### src/rtl/afg_trig_pkg.sv
// afg_trig_pkg: shared encodings for the AFG trigger sequencer.
// Latency: n/a (constants and a pure helper function only).
// Backpressure: n/a.
package afg_trig_pkg;

  // Sequencer states, kept as fixed 2-bit codes so netlists and older tools see stable values.
  localparam logic [1:0] ST_IDLE    = 2'd0;
  localparam logic [1:0] ST_ARMED   = 2'd1;
  localparam logic [1:0] ST_RUN     = 2'd2;
  localparam logic [1:0] ST_HOLDOFF = 2'd3;

  // Trigger source select codes.
  localparam logic [1:0] SRC_FREE = 2'd0;
  localparam logic [1:0] SRC_MAN  = 2'd1;
  localparam logic [1:0] SRC_EXT  = 2'd2;
  localparam logic [1:0] SRC_TMR  = 2'd3;

  // A burst is in progress (playing or cooling down) and new triggers are refused.
  function automatic logic st_is_busy(input logic [1:0] st);
    return (st == ST_RUN) || (st == ST_HOLDOFF);
  endfunction

endpackage

### src/rtl/afg_trig_edge_detect.sv
// afg_trig_edge_detect: 2-flop synchronizer plus rising-edge pulse for one asynchronous trigger pin.
// Latency: one-cycle pulse appears 2-3 clocks after the pin rises (combinational off the sync/prev flops).
// Backpressure: none; every synchronized rising edge yields exactly one pulse.
module afg_trig_edge_detect (
  input  logic Clock,
  input  logic Reset,
  input  logic din,
  output logic rise
);

  logic sync1_q, sync1_d;
  logic sync2_q, sync2_d;
  logic prev_q,  prev_d;

  // Shift the pin through two sync stages and keep one older sample for edge detection.
  always_comb begin
    sync1_d = din;
    sync2_d = sync1_q;
    prev_d  = sync2_q;
  end

  // Synchronizer and history registers, cleared by async reset.
  always_ff @(posedge Clock or posedge Reset) begin
    if (Reset) begin
      sync1_q <= 1'b0;
      sync2_q <= 1'b0;
      prev_q  <= 1'b0;
    end else begin
      sync1_q <= sync1_d;
      sync2_q <= sync2_d;
      prev_q  <= prev_d;
    end
  end

  assign rise = sync2_q & ~prev_q;

endmodule

### src/rtl/afg_trigger_sequencer.sv
// afg_trigger_sequencer: trigger select/edge detect, burst playback control and hold-off re-arm.
// Latency: pin edge to Wave_Start <= 3 clocks; free-run/timer trigger to Wave_Start 1 clock.
// Backpressure: triggers seen while busy are dropped and flagged on Trig_Miss (optional Miss_Cnt via TRIG_MISS_CNT_EN).
module afg_trigger_sequencer
  import afg_trig_pkg::*;
#(
  parameter int CNT_W   = 16,
  parameter int TMR_W   = 24,
  parameter int HOLDOFF = 4
) (
  input  logic             Clock,
  input  logic             Reset,
  input  logic             EN,
  input  logic             Man_Trig_in,
  input  logic             Ext_Trig_in,
  input  logic [1:0]       Src_Sel,
  input  logic [CNT_W-1:0] Burst_Count,
  input  logic [TMR_W-1:0] Timer_Period,
  input  logic             Wave_Done,
  output logic             Wave_Start,
  output logic             Play,
  output logic             Busy,
  output logic             Trig_Miss
`ifdef TRIG_MISS_CNT_EN
  ,
  output logic [7:0]       Miss_Cnt
`endif
);

  localparam int HOLD_W = (HOLDOFF > 1) ? $clog2(HOLDOFF) : 1;
  localparam logic [HOLD_W-1:0] HOLD_LAST = HOLD_W'(HOLDOFF - 1);

  logic [1:0]       state_q, state_d;
  logic [CNT_W-1:0] burst_q, burst_d;
  logic [CNT_W-1:0] done_q, done_d;
  logic [HOLD_W-1:0] hold_q, hold_d;
  logic [TMR_W-1:0] tmr_q, tmr_d;
  logic             wave_start_q, wave_start_d;
  logic             trig_miss_q, trig_miss_d;

  logic             man_rise;
  logic             ext_rise;
  logic             tmr_tick;
  logic             trig_evt;
  logic [CNT_W-1:0] done_inc;

  afg_trig_edge_detect u_man_edge (
    .Clock (Clock),
    .Reset (Reset),
    .din   (Man_Trig_in),
    .rise  (man_rise)
  );

  afg_trig_edge_detect u_ext_edge (
    .Clock (Clock),
    .Reset (Reset),
    .din   (Ext_Trig_in),
    .rise  (ext_rise)
  );

  // Internal timer: runs only while enabled with the timer selected, ticks and wraps at Timer_Period.
  always_comb begin
    tmr_tick = 1'b0;
    tmr_d    = '0;
    if (EN && (Src_Sel == SRC_TMR)) begin
      if (tmr_q == Timer_Period) begin
        tmr_tick = 1'b1;
      end else begin
        tmr_d = tmr_q + 1'b1;
      end
    end
  end

  // Pick the edge-type event of the selected source; free-run is a level, not an event.
  always_comb begin
    trig_evt = 1'b0;
    case (Src_Sel)
      SRC_MAN: trig_evt = man_rise;
      SRC_EXT: trig_evt = ext_rise;
      SRC_TMR: trig_evt = tmr_tick;
      default: trig_evt = 1'b0;
    endcase
  end

  // Sequencer FSM: arm, start a burst, count completed waveforms, hold off, re-arm.
  always_comb begin
    state_d      = state_q;
    burst_d      = burst_q;
    done_d       = done_q;
    hold_d       = hold_q;
    wave_start_d = 1'b0;
    trig_miss_d  = 1'b0;
    done_inc     = done_q + 1'b1;
    if (!EN) begin
      state_d = ST_IDLE;
      burst_d = '0;
      done_d  = '0;
      hold_d  = '0;
    end else begin
      case (state_q)
        ST_IDLE: state_d = ST_ARMED;
        ST_ARMED: begin
          if (trig_evt || (Src_Sel == SRC_FREE)) begin
            state_d      = ST_RUN;
            burst_d      = Burst_Count;
            done_d       = '0;
            wave_start_d = 1'b1;
          end
        end
        ST_RUN: begin
          trig_miss_d = trig_evt;
          if (Wave_Done) begin
            // In infinite mode (burst_q == 0) the count just wraps and is never compared.
            done_d = done_inc;
            if ((burst_q != '0) && (done_inc == burst_q)) begin
              state_d = ST_HOLDOFF;
              hold_d  = '0;
            end
          end
        end
        ST_HOLDOFF: begin
          trig_miss_d = trig_evt;
          if (hold_q == HOLD_LAST) begin
            state_d = ST_ARMED;
            hold_d  = '0;
          end else begin
            hold_d = hold_q + 1'b1;
          end
        end
        default: state_d = ST_IDLE;
      endcase
    end
  end

  // Sequencer and timer registers; async reset returns everything to IDLE with outputs low.
  always_ff @(posedge Clock or posedge Reset) begin
    if (Reset) begin
      state_q      <= ST_IDLE;
      burst_q      <= '0;
      done_q       <= '0;
      hold_q       <= '0;
      tmr_q        <= '0;
      wave_start_q <= 1'b0;
      trig_miss_q  <= 1'b0;
    end else begin
      state_q      <= state_d;
      burst_q      <= burst_d;
      done_q       <= done_d;
      hold_q       <= hold_d;
      tmr_q        <= tmr_d;
      wave_start_q <= wave_start_d;
      trig_miss_q  <= trig_miss_d;
    end
  end

  assign Wave_Start = wave_start_q;
  assign Play       = (state_q == ST_RUN);
  assign Busy       = st_is_busy(state_q);
  assign Trig_Miss  = trig_miss_q;

`ifdef TRIG_MISS_CNT_EN
  logic [7:0] miss_cnt_q, miss_cnt_d;

  // Saturating count of dropped triggers, cleared whenever the sequencer is disabled.
  always_comb begin
    miss_cnt_d = miss_cnt_q;
    if (!EN) begin
      miss_cnt_d = '0;
    end else if (trig_miss_q && (miss_cnt_q != 8'hFF)) begin
      miss_cnt_d = miss_cnt_q + 1'b1;
    end
  end

  // Miss counter register.
  always_ff @(posedge Clock or posedge Reset) begin
    if (Reset) begin
      miss_cnt_q <= '0;
    end else begin
      miss_cnt_q <= miss_cnt_d;
    end
  end

  assign Miss_Cnt = miss_cnt_q;
`endif

endmodule

### config.mk
export PLATFORM = sky130hd
export DESIGN_NAME = afg_trigger_sequencer
export DESIGN_NICKNAME = d
export VERILOG_FILES = /design/src/rtl/afg_trig_pkg.sv /design/src/rtl/afg_trig_edge_detect.sv /design/src/rtl/afg_trigger_sequencer.sv
export SDC_FILE = /design/constraint.sdc
export NUM_CORES = 1
export LEC_CHECK = 0
export CORE_MARGIN = 3
export CORE_UTILIZATION = 54
export DETAILED_ROUTE_END_ITERATION = 6
export GPL_ROUTABILITY_DRIVEN = 0
export GPL_TIMING_DRIVEN = 0
export MAX_ROUTING_LAYER = met4
export PLACE_DENSITY_LB_ADDON = 0.05
export SLEW_MARGIN = 40
export SYNTH_ARGS = -nofsm -noshare
export SYNTH_HDL_FRONTEND = slang
export SYNTH_SLANG_ARGS = --single-unit
### constraint.sdc
create_clock -name Clock -period 2.9 [get_ports Clock]
set_input_delay 0.87 -clock Clock [delete_from_list [all_inputs] [get_ports Clock]]
set_output_delay 0.87 -clock Clock [all_outputs]
set_load 0.05 [all_outputs]
[Word level (Yosys, flattened, before mapping)]
Cells that the tools add are included.
Storage, ports and cells
  bits in registers: 68
  input port bits: 48
  output and inout port bits: 4
  word-level logic and storage cells: 77
Cells by class
  add/subtract/negate cells: 3
  eq/ne operators: 17
  multiplexer cells: 28
  bitwise logic cells: 4
  reductions and logical operators: 12
Operators with widths (number)
  16-bit two-way mux: 6
  24-bit two-way mux: 2
  16-bit case mux with 2 select lines: 1
  24-bit by 1-bit adder with 24-bit output (second input constant): 1
  24-bit == test: 1
  2-bit two-way mux: 9
  16-bit by 1-bit adder with 16-bit output (second input constant): 1
  16-bit == test: 1
  16-bit nonzero test: 1
  2-bit == test (second input constant): 5
  3-bit != test (second input constant): 3
  2-bit case mux with 4 select lines: 1
  1-bit two-way mux: 7
  3-bit by 1-bit != test with 1-bit output (second input constant): 2
  3-bit AND reduction: 2
  2-bit by 1-bit == test with 1-bit output (second input constant): 2
  2-bit logical NOT: 2
  2-bit by 1-bit != test with 1-bit output (second input constant): 2
  2-bit case mux with 2 select lines: 1
  4-bit AND reduction: 1
  3-bit by 2-bit != test with 1-bit output (second input constant): 1
  1-bit case mux with 3 select lines: 1
  2-bit by 1-bit adder with 2-bit output (second input constant): 1
  1-bit bitwise AND: 2
  other kinds (5): 8

[Depth between registers and ports, before layout]
  depth after elaboration: 8
  mapped depth: 9
  mapped depth without buffers: 8

[Modules after synthesis]
A second synthesis with hierarchy kept.
Second synthesis, totals
  cell total of the unflattened synthesis: 403
  area total of the unflattened synthesis: 3990.1 um^2
Modules (own cells, without submodules)
  afg_trigger_sequencer: times used 1, cells an instance 393, area an instance 3804.9 um^2, sequential area each 1551.5 um^2
  afg_trig_edge_detect: times used 2, cells an instance 5, area an instance 92.6 um^2, sequential area each 75.1 um^2

[Worst setup path before layout]
No wires, ideal clock.
  kind: input port to flip-flop
  start: input port Timer_Period[1]
  end: register burst_q[0]
  arrival time: 2531 ps
  data required time: 2768 ps
  path slack: 238 ps
  stages: 8
  path buffers: 1
  cells stage by stage: xnor2_1 > nand4_1 > nor4_1 > a311o_1 > nand2_1 > buf_2 > mux2i_1 > nor2_1
On the way
  longest elaborated chain between the ends: 7
RTL lines
  start, declared: RTL line afg_trigger_sequencer.sv:18  | input logic [TMR_W-1:0] Timer_Period,
  24-bit == test: RTL line afg_trigger_sequencer.sv:66  | if (tmr_q == Timer_Period) begin
  1-bit two-way mux: RTL line afg_trigger_sequencer.sv:66
  1-bit two-way mux: RTL line afg_trigger_sequencer.sv:65  | if (EN && (Src_Sel == SRC_TMR)) begin
  1-bit case mux with 3 select lines: RTL line afg_trigger_sequencer.sv:77  | case (Src_Sel)
  1-bit logical OR: RTL line afg_trigger_sequencer.sv:103  | if (trig_evt || (Src_Sel == SRC_FREE)) begin
  2-bit by 1-bit != test with 1-bit output (no source line)
  2-bit AND reduction (no source line)
  end signal, assigned: RTL line afg_trigger_sequencer.sv:147  | burst_q <= burst_d;
  end, declared: RTL line afg_trigger_sequencer.sv:34  | logic [CNT_W-1:0] burst_q, burst_d;
No other way between the ends.
A chain may end at the register's enable or synchronous reset.

[Final worst setup path]
  start: register done_q[1]
  end: register hold_q[0]
On the way
  longest elaborated chain between the ends: 5
RTL lines
  start, declared: RTL line afg_trigger_sequencer.sv:35  | logic [CNT_W-1:0] done_q, done_d;
  start signal, assigned: RTL line afg_trigger_sequencer.sv:148  | done_q <= done_d;
  16-bit by 1-bit adder with 16-bit output: RTL line afg_trigger_sequencer.sv:93  | done_inc = done_q + 1'b1;
  16-bit == test: RTL line afg_trigger_sequencer.sv:115  | if ((burst_q != '0) && (done_inc == burst_q)) begin
  1-bit logical AND: RTL line afg_trigger_sequencer.sv:115
  3-bit by 2-bit != test with 1-bit output (no source line)
  3-bit AND reduction (no source line)
  end signal, assigned: RTL line afg_trigger_sequencer.sv:149  | hold_q <= hold_d;
  end, declared: RTL line afg_trigger_sequencer.sv:36  | logic [HOLD_W-1:0] hold_q, hold_d;
No other way between the ends.

==> PnR_summary.wiki <==
{| class="wikitable"
! Metric !! Value
|-
| Outcome || finished, final reports clean
|-
| Number of global-route vias before repair || between 3000 and 4000
|-
| Synthesized-area fraction occupied by and/or/nand/nor cells || a little over a fifth
|-
| IO Pins || 52
|-
| Global-route wire length before repair || ~15000 um
|-
| Final min period || 2.813 ns
|-
| Number of enable-type register cells in the synthesized netlist || 0
|-
| Worst Setup Start Kind || register
|-
| Die span in y || between 90 and 100 um
|-
| Hold-fix buffer count after cts || 0
|-
| Adder-cell share of the synthesized area || about 1.9%
|-
| Share of layout cells above drive strength 1 || between 10% and 20%
|-
| Cell Pwr Density || 512.9 mW/mm^2
|-
| FF+latch area || approximately 0.0017 mm^2
|-
| CP Capture Type || register
|-
| Core ar. || 0.006982 mm^2
|-
| Clock Root Buffer || sky130_fd_sc_hd__clkbuf_8
|-
| Total number of placement rows || 30
|-
| Data arrival time of the critical path || about 3.0 ns
|-
| Critical Setup Path Class || reg2reg
|-
| Share of synthesized registers carrying an async set or reset || 100.0%
|-
| Mean post-synth cell area || roughly 9.5 um^2
|-
| Clk buf depth || 2
|-
| Largest family of logic cells by synthesized area || simple AND/OR/NAND/NOR gates
|-
| Synthesized-area fraction occupied by ao, oa, aoi and oai cells || 9.781%
|-
| # diodes || 0
|-
| Sequential element share of the synthesized area || roughly 43%
|-
| All-Layer GR Usage || 23.70%
|-
| Util after Layout || a little under three quarters
|-
| Final routed DRC violation total || 0
|-
| Max-cap check violation count || 0
|-
| Number of violations reported at the end of detailed-routing iteration 0 || 180
|-
| Number of register bits inferred by synthesis || just under 70
|-
| Max Clock Skew || a little under 0.01 ns
|-
| Transition time at the pin with the least slew margin || around 0.62 ns
|-
| Starting density of the core || 57.35%
|-
| Largest voltage drop on the vdd net || around 0.00044 V
|-
| Via count || 3337
|-
| CTS sink cnt || between 60 and 70
|-
| First-pass detailed-route iteration total || 5
|-
| Largest net degree at the start of global routing || 36
|-
| Synthesized-area fraction occupied by xor and xnor cells || approximately 15%
|-
| Post-route fraction of the period consumed by the critical path || 97.00%
|-
| Maximum frequency from static timing analysis || around 360 MHz
|-
| Post-detailed-route count of antenna-violating nets || 0
|-
| Wire length reported by the detailed router || between 9000 and 10000 um
|-
| Most used cells in the layout excluding fill and tap cells || sky130_fd_sc_hd__dfrtp_1 (66), sky130_fd_sc_hd__nor2_1 (59), sky130_fd_sc_hd__clkdlybuf4s50_1 (49), sky130_fd_sc_hd__xnor2_1 (41), sky130_fd_sc_hd__nand2_1 (29)
|-
| Total area of multi-input combinational cells || roughly 0.0023 mm^2
|-
| Gate count of the mapped netlist || approximately 420
|-
| Standby leakage power || 2.148 nW
|-
| Multiplexer share of the synthesized area || slightly above 6%
|-
| Number of slew-limit violations in the final report || 0
|-
| Quantity of I/O buffers inserted on ports || 51
|-
| GR Overflow Total || 0
|-
| Setup TNS || 0 ns
|-
| Yosys warns || 0
|-
| Area delta synth->final || 24.78%
|-
| Number of library cell types mapped by synthesis || 53
|-
| Required time worst endpoint || slightly above 3 ns
|-
| Final setup violation count || 0
|-
| Most common cell after layout, fill and taps aside || sky130_fd_sc_hd__dfrtp_1
|-
| Worst-case headroom to the max-slew limit || just under 60%
|-
| Number of clock buffers inserted by TritonCTS || 9
|-
| Class of the tightest hold or removal check || reg2reg
|-
| Final Hold Fails || 0
|-
| Average wire per cell in the routed design || roughly 16 um
|-
| Per-cell via count in the routed design || between 5 and 6
|-
| Die area || 0.008483 mm^2
|-
| Detailed-placement wirelength estimate || 6935 um
|-
| Number of nets in the layout || 542
|-
| Clock tree from TritonCTS || yes
|-
| Post-synthesis instance area || between 0.004 and 0.005 mm^2
|-
| Clock-pin transition on the worst setup and hold timing paths || approximately 0.070 ns
|-
| Later-pin clock latency in the skew report || 0.35 ns
|-
| Number of nets produced by synthesis || between 400 and 500
|-
| Peak fanout along the critical path || 10
|-
| Most common flop cell mapped by yosys || sky130_fd_sc_hd__dfrtp_1
|-
| Horizontal die dimension || between 90 and 100 um
|-
| Initial antenna violation count || 0
|-
| Fill cell count || around 540
|-
| CTS H-tree depth || 3
|}
[where the power goes]
part	internal, mW	switching [mW]	total [mW]
Combinational	0.321	0.421	0.741
Sequential	0.996	0.0526	1.05
Clock	0.392	0.381	0.773
[cells by family after synthesis]
kind of cell             Yosys count
AO/OA/AOI/OAI                     57
XOR/XNOR                          69
adder cells (fa/ha/maj)            6
buffers and inverters             30
flip-flops                        68
multiplexers                      24
AND/OR/NAND/NOR                  167
[critical path, cell delays in order, from the launching register on]
cell and delay [ns]:
sky130_fd_sc_hd__dfrtp_2 0.44, sky130_fd_sc_hd__ha_2 0.26, sky130_fd_sc_hd__nand3_1 0.11, sky130_fd_sc_hd__buf_2 0.23, sky130_fd_sc_hd__nor3_1 0.25, sky130_fd_sc_hd__o22ai_1 0.12
sky130_fd_sc_hd__or4_4 0.59, sky130_fd_sc_hd__o41ai_4 0.44, sky130_fd_sc_hd__a21o_1 0.18, sky130_fd_sc_hd__a21oi_1 0.06
[stage by stage]
step / hold slack (ns) / power [mW] / area (um^2) / std cells / setup slack (ns)
floorplan: 0.3312 / 1.535 / 4004 / 421 / 0.2376
global placement: 0.3369 / 1.727 / 4634 / 568 / -0.8663
detailed placement: 0.3355 / 1.752 / 4659 / 569 / -0.8982
CTS: 0.3476 / 2.529 / 4887 / 584 / -0.01930
global route: 0.3558 / 2.679 / 4996 / 588 / -0.01376
finish: 0.3477 / 2.562 / 4996 / 588 / 0.08697
[what timing repair did]
action / 4_1_cts / 5_1_grt
resized for setup: 13 / 22
pin swaps: 1 / 4
endpoints found under the setup margin: 59 / 27
buffers inserted: 0 / 4
[cell type report]
class	instances	area share [%]
multi-input combinational	323	45.60
sequential	68	34.11
timing repair buffer	56	11.17
clock buffer	9	2.479
tap	96	2.404
buffer	19	1.978
clock inverter	6	1.327
inverter	11	0.9266
[layer usage]
layer / GRT usage (%) / vias to the layer above / wire, um
met5: - / - / 0
met2: 35.95 / 92 / 4481
li1: - / 1612 / -
met4: 7.673 / 0 / 141
met3: 5.004 / 15 / 459
met1: 31.88 / 1618 / 4509
[sequential cells by signal, indices dropped and copies added (netlist names)]
name                count
burst_q                16
done_q                 16
Wave_Start              1
state_q                 2
u_man_edge.prev_d       1
tmr_q                  24
u_man_edge.prev_q       1
u_man_edge.sync1_q      1
hold_q                  2
u_ext_edge.prev_d       1
u_ext_edge.prev_q       1
u_ext_edge.sync1_q      1
Trig_Miss               1
[final timing paths]
| check | start | endpoint | slack, ns | cells past startpoint |
|---|---|---|---|---|
| setup / recovery | done_q[1] | hold_q[0] | 0.09 | 9 |
| hold / removal | u_man_edge.sync1_q | u_man_edge.prev_d | 0.35 | 0 |
| setup reg to reg | done_q[1] | hold_q[0] | 0.09 | 9 |
| hold reg to reg | u_man_edge.sync1_q | u_man_edge.prev_d | 0.35 | 0 |
| max in group asynchronous | Reset | done_q[1] | 1.54 | 3 |
| min in group asynchronous | Reset | tmr_q[16] | 0.87 | 2 |
[Yosys cell counts, drive strengths merged (6+ instances only)]
| cell type | number | area, um^2 |
|---|---|---|
| nor4 | 13 | 111.4 |
| nor2 | 59 | 221.5 |
| o21ai | 10 | 50.05 |
| xor2 | 28 | 245.2 |
| xnor2 | 41 | 359.1 |
| inv | 11 | 41.29 |
| dfrtp | 68 | 1702 |
| mux2i | 23 | 230.2 |
| nand3 | 16 | 90.09 |
| nand4 | 17 | 121.4 |
| clkbuf | 15 | 56.30 |
| ha | 6 | 75.07 |
| nand2 | 31 | 118.9 |
| a21oi | 21 | 105.1 |
| and3 | 12 | 76.33 |
Note: power is estimated with default switching activity, not from simulation.
